### src/rtl/cdc_handshake_tx.sv
// cdc_handshake_tx: source-side 4-phase req/ack launcher driving a held-stable multi-bit crossing bus
module cdc_handshake_tx #(
  parameter int STAGES_NUM   = 2,
  parameter int BUS_WIDTH    = 8,
  parameter int SETUP_CYCLES = 1
) (
  input  logic                 CLK,
  input  logic                 RST,
  input  logic [BUS_WIDTH-1:0] tx_data,
  input  logic                 tx_valid,
  output logic                 tx_ready,
  output logic [BUS_WIDTH-1:0] async_bus,
  output logic                 async_bus_en,
  input  logic                 ack_async,
  output logic                 busy,
  output logic                 done_pulse
);
  localparam int CW = SETUP_CYCLES > 1 ? $clog2(SETUP_CYCLES) : 1;
  typedef enum logic [1:0] {IDLE, SETUP, REQ_HI, REQ_LO} state_t;
  state_t                state;
  logic [STAGES_NUM-1:0] ack_ff;
  logic                  ack_sync;
  logic [CW-1:0]         cnt;
  logic [BUS_WIDTH-1:0]  bus_reg;
  logic                  req_reg;
  logic                  done_reg;
  assign ack_sync     = ack_ff[STAGES_NUM-1];
  assign tx_ready     = (state == IDLE) && !ack_sync;
  assign busy         = (state != IDLE);
  assign async_bus    = bus_reg;
  assign async_bus_en = req_reg;
  assign done_pulse   = done_reg;
  // ack_async is only ever touched by this chain
  always_ff @(posedge CLK or negedge RST)
    if (!RST) ack_ff <= '0;
    else      ack_ff <= {ack_ff[STAGES_NUM-2:0], ack_async};
  always_ff @(posedge CLK or negedge RST) begin
    if (!RST) begin
      state    <= IDLE;
      cnt      <= '0;
      bus_reg  <= '0;
      req_reg  <= 1'b0;
      done_reg <= 1'b0;
    end else begin
      done_reg <= 1'b0;
      case (state)
        IDLE:
          if (tx_valid && tx_ready) begin
            bus_reg <= tx_data;
            cnt     <= CW'(SETUP_CYCLES - 1);
            state   <= SETUP;
          end
        SETUP:
          if (cnt == '0) begin
            req_reg <= 1'b1;
            state   <= REQ_HI;
          end else cnt <= cnt - CW'(1);
        REQ_HI:
          if (ack_sync) begin
            req_reg <= 1'b0;
            state   <= REQ_LO;
          end
        REQ_LO:
          if (!ack_sync) begin
            done_reg <= 1'b1;
            state    <= IDLE;
          end
        default: state <= IDLE;
      endcase
    end
  end
endmodule
### config.mk
export PLATFORM = sky130hd
export DESIGN_NAME = cdc_handshake_tx
export DESIGN_NICKNAME = d
export VERILOG_FILES = /design/src/rtl/cdc_handshake_tx.sv
export SDC_FILE = /design/constraint.sdc
export NUM_CORES = 1
export LEC_CHECK = 0
export BUFFER_PORTS_ARGS = -buffer_cell sky130_fd_sc_hd__buf_2
export CELL_PAD_IN_SITES_DETAIL_PLACEMENT = 0
export CELL_PAD_IN_SITES_GLOBAL_PLACEMENT = 1
export CORE_MARGIN = 10
export CORE_UTILIZATION = 33
export CTS_BUF_LIST = sky130_fd_sc_hd__clkbuf_4 sky130_fd_sc_hd__clkbuf_8 sky130_fd_sc_hd__clkbuf_16
export CTS_CLUSTER_SIZE = 12
export DETAILED_ROUTE_END_ITERATION = 10
export GPL_TIMING_DRIVEN = 0
export PLACE_DENSITY = 0.82
export SYNTH_ARGS = -nofsm -noshare
export SYNTH_HDL_FRONTEND = slang
export SYNTH_SLANG_ARGS = --single-unit
### constraint.sdc
create_clock -name CLK -period 1.5 [get_ports CLK]
set_input_delay 0.15 -clock CLK [delete_from_list [all_inputs] [get_ports CLK]]
set_output_delay 0.15 -clock CLK [all_outputs]
set_load 0.05 [all_outputs]
==> impl_metrics.json <==
{
  "portBuffers": 23,
  "fp.dieW_um": 64.3,
  "reg2reg_from": "state[0]",
  "layout_commonest_cell": "buf_2",
  "synthXorXnorAreaFrac_pct": 0,
  "clock_tree.root_cell": "clkbuf_4",
  "gp_congestion": 0.683,
  "maxUsedRoutingLayer": "met4",
  "min_period_over_period_pct": 105,
  "cts_tree": "built",
  "crit_type": "reg -> reg",
  "setup_ws_ps": -80.9,
  "drive_gt1_share_pct": 64.9,
  "clkSinkCount": 14,
  "finish.utilization_pct": 51.0,
  "clk-insertion-delay-late_ps": 280,
  "synthMuxAreaShare_pct": 20.3,
  "dr_wl_met3_um": 114,
  "rr_worst_depth": 6,
  "crit_arrival_ps": 1750,
  "synth_fp_nets": 61,
  "dp_hpwl_um": 1090,
  "syn_avg_cell_area_um2": 14.7,
  "tightest_slew_ps": 317,
  "status": "finished, violations left",
  "n_antenna_cell": 0,
  "fin_worst_skew_ps": 0.276,
  "synthSimpleGateAreaFrac_pct": 7.14,
  "syn_to_final_growth_pct": 41.7,
  "nNetsFinal": 95,
  "ys_ff_latch": 14,
  "coreArea_mm2": 0.00180,
  "crit_end": "async_bus[6]",
  "fin_crit_ps": 1580,
  "synthesis.instances": 44,
  "startpoint": "state[0]",
  "grt_pass1_vias": 448,
  "wl_um": 1440,
  "startpoint_type": "flip-flop",
  "wl_met1_um": 568,
  "irDropWorstVdd_v": 0.00118,
  "route.met2.wl_um": 724,
  "final_cell_mix": "22 x buf_2, 14 x dfrtp_1, 9 x mux2_4",
  "grt_max_degree": 15,
  "regToRegSetupSlack_ps": -80,
  "grt_pass1_wl_um": 2280,
  "htreeDepth": 1,
  "drtIter0Drc": 9,
  "fillers": 174,
  "first_pass_iters": 2,
  "numCtsBuffers": 3,
  "cap_viol_max_count": 0,
  "row_count": 15,
  "slew_headroom_pct": 78.8,
  "hold_violations": 0,
  "routedWlPerCell_um": 14.1,
  "synthAdderAreaFrac_pct": 9.65,
  "die-height_um": 64.3,
  "drtAntennaViolNets": 0,
  "total_power_w": 0.00232,
  "antenna_found_initial": 0,
  "synth_top_family_by_area": "multiplexers",
  "leakagePower_nw": 0.485,
  "end_kind": "flip-flop",
  "seq_area_frac_synth_pct": 54.1,
  "synth_compound_area_share_pct": 4.83,
  "r2r_end": "async_bus[6]",
  "hp-class": "in -> reg",
  "ys_types": 16,
  "initial_core_util_pct": 36.0,
  "drc": 0,
  "max_freq_mhz": 633,
  "finalMaxSlewViolations": 0,
  "grt_usage_pct": 7.09,
  "clk_pin_slew_ps": 80,
  "gr-total-overflow": 0,
  "p_per_area_mw_per_mm2": 2520,
  "setup_viol": 9,
  "synth_area_um2": 648,
  "rsz0062_at_grt": "yes",
  "cp_max_fo": 8,
  "cp.required_ps": 1670,
  "die-area_mm2": 0.00414,
  "io_pins": 24,
  "violations": "negative setup slack",
  "routed_via_density": 4.28,
  "vias": 437,
  "hold_ws_ps": 89.2,
  "yosysWarnings": 0,
  "clockBufferDepth": 2
}
-- per-layer routing --
metal	vias up	GRT usage [%]
li1	213	-
met1	208	7.14
met2	13	11.9
met3	3	3.66
met4	0	3.21
met5	-	0
-- state kept, by name, indices dropped and copies added, names as in the netlist --
| register | flops |
|---|---|
| async_bus | 8 |
| ack_ff | 2 |
| state | 2 |
| async_bus_en | 1 |
| done_pulse | 1 |
-- cell usage after synthesis --
cell type   n  area, um2
inv_1       4       15.0
a211oi_1    1       7.51
nand2b_4    1       13.8
nand2_1     1       3.75
dfrtp_1    14        350
nor2_1      2       7.51
and2b_2     1       8.76
a221oi_1    1       8.76
ha_1        5       62.6
a2bb2oi_1   1       8.76
nor2b_1     1       6.26
mux2_2      1       11.3
mux2_4      8        120
buf_6       1       11.3
o22ai_1     1       6.26
or2_1       1       6.26
-- cell type report --
cell class              instances  area, um2  area share (%)
clock buffers                   4       36.3            3.95
inverters                       4       18.8            2.04
repair buffers                 29        171            18.7
multi-input cells              25        299            32.6
well taps                      25       31.3            3.41
plain buffers                   1       11.3            1.23
flip-flops and latches         14        350            38.1
-- metrics by stage --
step	setup slack (ps)	cells	area [um2]	TNS [ps]
after CTS	-76.1	101	911	-566
final	-80.9	102	918	-616
after global routing	-141	102	918	-1260
after global placement	-170	92	813	-455
after detailed placement	-187	92	813	-631
after floorplan	-239	44	667	-2010
-- cells by family (layout without fill, tap and decap cells) --
group,Yosys count,after routing
flip-flops,14,14
multiplexers,9,9
AND/OR/NAND/NOR,7,7
adder cells (fa/ha/maj),5,5
buffers and inverters,5,38
AO/OA/AOI/OAI,4,4
-- power breakdown --
part	internal [W]	switching, W	total [W]
sequential	0.000538	0.000103	0.000641
combinational	0.000551	0.000850	0.00140
clock	0.000148	0.000127	0.000275
total	0.00124	0.00108	0.00232
-- critical path, stage by stage, from the launching register on --
cell and delay (ps):
dfrtp_1 430, inv_2 110, ha_4 160, clkinvlp_4 90, or2_1 220, buf_6 150, mux2_4 300
-- how the worst min path moves through the flow --
stage / from / end / slack (ps) / cells past startpoint
6_report: tx_data[0] / async_bus[0] / 90 / 2
5_1_grt: tx_data[0] / async_bus[0] / 80 / 2
4_1_cts: tx_data[1] / async_bus[1] / 80 / 2
3_5_place_dp: RST / ack_ff[0] / 60 / 1
3_3_place_gp: RST / ack_ff[0] / 60 / 1
2_1_floorplan: RST / ack_ff[0] / -150 / 0
-- what timing repair did --
item	4_1_cts	5_1_grt
hold buffers	2	0
hold endpoints to repair	15	0
resized for setup	5	0
setup endpoints to repair	10	11
buffers inserted	3	1
pin swaps	1	0
No activity file was read; power rests on OpenSTA's default activity.
